File: config.mk
export PLATFORM = sky130hd
export DESIGN_NAME = one_hot_decoder
export DESIGN_NICKNAME = d
export VERILOG_FILES = /design/src/rtl/one_hot_decoder.sv
export SDC_FILE = /design/constraint.sdc
export NUM_CORES = 1
export LEC_CHECK = 0
export BUFFER_PORTS_ARGS = -buffer_cell sky130_fd_sc_hd__buf_2
export CORE_ASPECT_RATIO = 1.25
export CORE_MARGIN = 2
export CORE_UTILIZATION = 37
export DETAILED_ROUTE_END_ITERATION = 16
export HOLD_SLACK_MARGIN = 0.08
export PLACE_DENSITY = 0.65
export SKIP_CTS_REPAIR_TIMING = 1
export SLEW_MARGIN = 20
export SYNTH_ARGS = -nofsm -noshare
export SYNTH_HDL_FRONTEND = slang
export SYNTH_SLANG_ARGS = --single-unit
File: constraint.sdc
create_clock -name clk -period 2.03 [get_ports clk]
set_clock_uncertainty 0.15 [all_clocks]
set_input_delay 0.1015 -clock clk [delete_from_list [all_inputs] [get_ports clk]]
set_output_delay 0.1015 -clock clk [all_outputs]
set_load 0.05 [all_outputs]
File: src/rtl/one_hot_decoder.sv
// one_hot_decoder: binary lane index in, registered one-hot strobe out.
// A strobe is held until the selected lane acks or TIMEOUT cycles pass.
// Indices >= OH_W are consumed and flagged with err_invalid.
// Optional macro ONEHOT_DEC_SKID_EN adds a one-entry skid buffer so a
// queued request launches with no idle cycle between strobes.
module one_hot_decoder #(
  parameter int OH_W    = 16,
  parameter int IDX_W   = 5,
  parameter int TIMEOUT = 64
) (
  input  logic             clk,
  input  logic             rst,
  input  logic             in_valid,
  output logic             in_ready,
  input  logic [IDX_W-1:0] in_idx,
  output logic [OH_W-1:0]  out_onehot,
  output logic             out_valid,
  input  logic [OH_W-1:0]  out_ack,
  output logic [IDX_W-1:0] cur_idx,
  output logic             done,
  output logic             timeout,
  output logic             err_invalid
);

  localparam int CNT_W = $clog2(TIMEOUT);
  localparam int SEL_W = $clog2(OH_W);
  localparam logic [CNT_W-1:0] CNT_MAX = CNT_W'(TIMEOUT - 1);
  localparam logic [IDX_W-1:0] IDX_LIM = IDX_W'(OH_W);

  typedef enum logic {IDLE, BUSY} state_t;

  state_t           state_q, state_d;
  logic [OH_W-1:0]  onehot_q, onehot_d;
  logic             valid_q, valid_d;
  logic [IDX_W-1:0] idx_q, idx_d;
  logic [CNT_W-1:0] cnt_q, cnt_d;
  logic             done_q, done_d;
  logic             tmo_q, tmo_d;
  logic             err_q, err_d;

  logic             accept;
  logic             ack_sel;
  logic             clear;
  logic             launch;
  logic [IDX_W-1:0] launch_idx;

`ifdef ONEHOT_DEC_SKID_EN
  logic             skid_vld_q, skid_vld_d;
  logic [IDX_W-1:0] skid_idx_q, skid_idx_d;
  logic             err_pend_q, err_pend_d;

  assign in_ready = !skid_vld_q;
`else
  assign in_ready = (state_q == IDLE);
`endif

  assign accept  = in_valid & in_ready;
  assign ack_sel = out_ack[idx_q[SEL_W-1:0]];

  // Next-state and registered-output decode; clear and launch are applied
  // last so a completion can hand straight over to the next strobe.
  always_comb begin
    state_d    = state_q;
    onehot_d   = onehot_q;
    valid_d    = valid_q;
    idx_d      = idx_q;
    cnt_d      = cnt_q;
    done_d     = 1'b0;
    tmo_d      = 1'b0;
    err_d      = 1'b0;
    clear      = 1'b0;
    launch     = 1'b0;
    launch_idx = in_idx;
`ifdef ONEHOT_DEC_SKID_EN
    skid_vld_d = skid_vld_q;
    skid_idx_d = skid_idx_q;
    err_pend_d = 1'b0;
    // A deferred error pulse lands one cycle after done/timeout.
    err_d      = err_pend_q;
`endif

    case (state_q)
      IDLE: begin
        if (accept) begin
          if (in_idx < IDX_LIM) begin
            launch = 1'b1;
          end else begin
`ifdef ONEHOT_DEC_SKID_EN
            // Keep one pulse per bad request if a deferred one is in flight.
            if (err_pend_q) err_pend_d = 1'b1;
            else            err_d      = 1'b1;
`else
            err_d = 1'b1;
`endif
          end
        end
      end
      BUSY: begin
        if (ack_sel) begin
          done_d = 1'b1;
          clear  = 1'b1;
        end else if (cnt_q == CNT_MAX) begin
          tmo_d = 1'b1;
          clear = 1'b1;
        end else begin
          cnt_d = cnt_q + CNT_W'(1);
        end
`ifdef ONEHOT_DEC_SKID_EN
        if (clear) begin
          if (skid_vld_q) begin
            skid_vld_d = 1'b0;
            skid_idx_d = '0;
            if (skid_idx_q < IDX_LIM) begin
              launch     = 1'b1;
              launch_idx = skid_idx_q;
            end else begin
              err_pend_d = 1'b1;
            end
          end else if (accept) begin
            if (in_idx < IDX_LIM) launch     = 1'b1;
            else                  err_pend_d = 1'b1;
          end
        end else if (accept) begin
          skid_vld_d = 1'b1;
          skid_idx_d = in_idx;
        end
`endif
      end
      default: state_d = IDLE;
    endcase

    if (clear) begin
      state_d  = IDLE;
      onehot_d = '0;
      valid_d  = 1'b0;
      idx_d    = '0;
      cnt_d    = '0;
    end
    if (launch) begin
      state_d  = BUSY;
      onehot_d = '0;
      onehot_d[launch_idx[SEL_W-1:0]] = 1'b1;
      valid_d  = 1'b1;
      idx_d    = launch_idx;
      cnt_d    = '0;
    end
  end

  // State and output registers with asynchronous clear.
  always_ff @(posedge clk or posedge rst) begin
    if (rst) begin
      state_q  <= IDLE;
      onehot_q <= '0;
      valid_q  <= 1'b0;
      idx_q    <= '0;
      cnt_q    <= '0;
      done_q   <= 1'b0;
      tmo_q    <= 1'b0;
      err_q    <= 1'b0;
    end else begin
      state_q  <= state_d;
      onehot_q <= onehot_d;
      valid_q  <= valid_d;
      idx_q    <= idx_d;
      cnt_q    <= cnt_d;
      done_q   <= done_d;
      tmo_q    <= tmo_d;
      err_q    <= err_d;
    end
  end

`ifdef ONEHOT_DEC_SKID_EN
  // Skid buffer registers.
  always_ff @(posedge clk or posedge rst) begin
    if (rst) begin
      skid_vld_q <= 1'b0;
      skid_idx_q <= '0;
      err_pend_q <= 1'b0;
    end else begin
      skid_vld_q <= skid_vld_d;
      skid_idx_q <= skid_idx_d;
      err_pend_q <= err_pend_d;
    end
  end
`endif

  assign out_onehot  = onehot_q;
  assign out_valid   = valid_q;
  assign cur_idx     = idx_q;
  assign done        = done_q;
  assign timeout     = tmo_q;
  assign err_invalid = err_q;

endmodule

==> impl_metrics.yaml <==
routing:
  vias: 1277
  drtAntennaViolNets: 0
  viasPerCell: 4.95
  wire_per_inst_um: 13.9
  drt_iter0_drc: 38
  finalWirelength_um: 3590
  dr.pass1.iters: 4
  drc: 0
grt:
  grt_max_degree: 22
  grt_first_pass_wirelength_um: 5320
  grt_pass1_vias: 1143
  antenna_found_initial: 0
  grt-ovfl-total: 0
  gr-usage-all-layers: 0.159
cells_and_area:
  antenna_cells: 0
  drive_above_1_share: 0.402
  area_growth_pct: 35.9
  final_nets: 228
place:
  port_buffers: 49
  gp_congestion: 0.752
  hpwl_um: 2650
  dp_slack_ns: -0.0117
critical_path:
  cp-start-kind: "register"
  crit_arrival_ns: 2.05
  r2r_start: "cur_idx[0]$_DFFE_PP0P_"
  criticalPathCategory: "register to register"
  worstPathRequired_ns: 2.05
  startpoint: "cur_idx[0]$_DFFE_PP0P_"
  reg2reg_depth: 6
  critical_path.endpoint_type: "register"
  worstPathMaxFanout: 17
outcome:
  violations: "negative setup slack"
  outcome: "finished, violations left"
sta:
  worst_slack_ns: -0.00830
  final.setup.tns_ns: -0.0354
  period_minus_slack_ns: 2.04
  worstMarginPinSlew_ns: 0.653
  finalSetupViolations: 5
  hold_violations: 0
  grt_setup_unrepaired: "yes"
  final_max_slew_viol_count: 0
  min_period_over_period: 1.00
  slew_headroom: 0.561
  hold_ws_ns: 0.162
  max_clock_freq_mhz: 491
synthesis:
  ys_ff_latch: 31
  synthTopCellsByCount: "dfrtp_1 (31), nand2_1 (15), nor2_1 (10), o2bb2ai_1 (8), nand3_1 (7)"
  synth_cell_types: 34
  synthCells: 139
  async_reset_ff_frac: 1.00
  synth_edf_count: 0
  synth.area.top_cells: "dfrtp_1 (51%), o2bb2ai_1 (4.6%), a22o_2 (4.0%)"
  yosysMostFrequentCell: "dfrtp_1"
  synth_top_cell_by_area: "dfrtp_1"
  yosys_warnings: 0
  ys.flop_type: "dfrtp_1"
  ys_seq_area_frac: 0.514
  synth.net_count: 164
  synth_top_area_frac: 0.514
  syn_avg_cell_area_um2: 10.9
  synthesis.area_mm2: 0.00151
clock_tree:
  insertion_delay_ns: 0.28
  numCtsBuffers: 5
  cts.clk_slew.worst_paths_ns: 0.06
  cts_tree: "built"
  cts_max_path_buffers: 2
  cts_sinks: 31
  cts-root-buf: "clkbuf_8"
  cts_max_level: 2
die:
  rows: 25
  initial_core_util: 0.392
  die_w_um: 61.1
  core_mm2: 0.00385
  die_h_um: 75.4
  ios: 50
  design.die.area_mm2: 0.00461
min_path:
  holdPathStages: 3
  hp-class: "input pin to register"
  min_from: "in_valid"
job:
  cap_viol_max_count: 0
pwr:
  ir_drop_mv: 0.762
  power.leakage_nw: 1.02
  p_per_area_mw_per_mm2: 1310
[power by group]
part / switching, mW / internal [mW] / total [mW]
Combinational: 0.811 / 0.483 / 1.29
Clock: 0.216 / 0.273 / 0.489
Sequential: 0.154 / 0.742 / 0.896
Total: 1.18 / 1.50 / 2.68
[cells by family after synthesis]
kind of cell	count (synthesis)	share of synthesized area
mux	9	0.0697
simple gates	54	0.177
fa+ha+maj	1	0.00829
xor+xnor	3	0.0174
buf+inv	9	0.0323
compound gates	32	0.181
flops	31	0.514
[per-stage QoR]
step | instance area, um2 | power [mW] | cells | utilization
6_report | 2050 | 2.68 | 258 | 0.533
5_1_grt | 2050 | 2.84 | 258 | 0.533
4_1_cts | 1920 | 2.56 | 248 | 0.499
3_5_place_dp | 1830 | 2.07 | 240 | 0.475
3_3_place_gp | 1830 | 2.03 | 240 | 0.475
2_1_floorplan | 1520 | 1.83 | 139 | -
[placed cells by master, fill, tap and decap left out, types with 2 or more instances in the layout]
cell            n
buf_2          49
dlygate4sd3_1   7
mux2_2          2
xnor2_1         3
mux2i_1         6
clkbuf_8        6
nand3_1         7
nor2b_1         4
o2bb2ai_1       8
nor3_1          5
dfrtp_2         3
a22o_2          4
inv_1           2
dfrtp_1        28
and3_1          2
nand2b_1        5
nor2_1         10
o21ai_0         6
nand2_1        15
a22o_4          2
a21o_1          3
a32o_1          2
or2_2           2
buf_4           5
[final timing paths]
path / slack, ns / endpoint
min: 0.16 / out_valid$_DFFE_PP0P_
max reg2reg: -0.008 / out_onehot[0]$_DFFE_PP0P_
min in group asynchronous: 0.20 / cnt_q[3]$_DFFE_PP0P_
min reg2reg: 0.34 / out_onehot[7]$_DFFE_PP0P_
max: -0.008 / out_onehot[0]$_DFFE_PP0P_
max in group asynchronous: 0.89 / cur_idx[0]$_DFFE_PP0P_
[metal layers]
metal / up-vias / GRT usage / part of all wire
met5: - / 0 / 0
met1: 602 / 0.207 / 0.46
met3: 4 / 0.0374 / 0.057
met2: 43 / 0.258 / 0.47
met4: 0 / 0.0580 / 0.014
li1: 628 / - / -
[sequential cells by signal, indices dropped and copies added (netlist names)]
| name | cells |
|---|---|
| cnt_q | 6 |
| cur_idx | 5 |
| done | 1 |
| err_invalid | 1 |
| out_onehot | 16 |
| out_valid | 1 |
| timeout | 1 |
[area by class of cell]
cell class / instances / area (um2)
Clock buffer: 7 / 86.3
Tap cell: 54 / 67.6
Timing Repair Buffer: 63 / 384
Fill cell: 365 / 1800
Sequential cell: 31 / 779
Clock inverter: 1 / 5.00
Multi-Input combinational cell: 99 / 713
Inverter: 3 / 15.0
[worst max-delay path, cell delays in order, from the launching register on]
cell	delay, ns
dfrtp_2	0.47
mux2i_1	0.14
mux4_2	0.54
o32ai_4	0.16
nor2_4	0.06
buf_12	0.15
a22o_2	0.25
(Power assumes the default switching activity.)
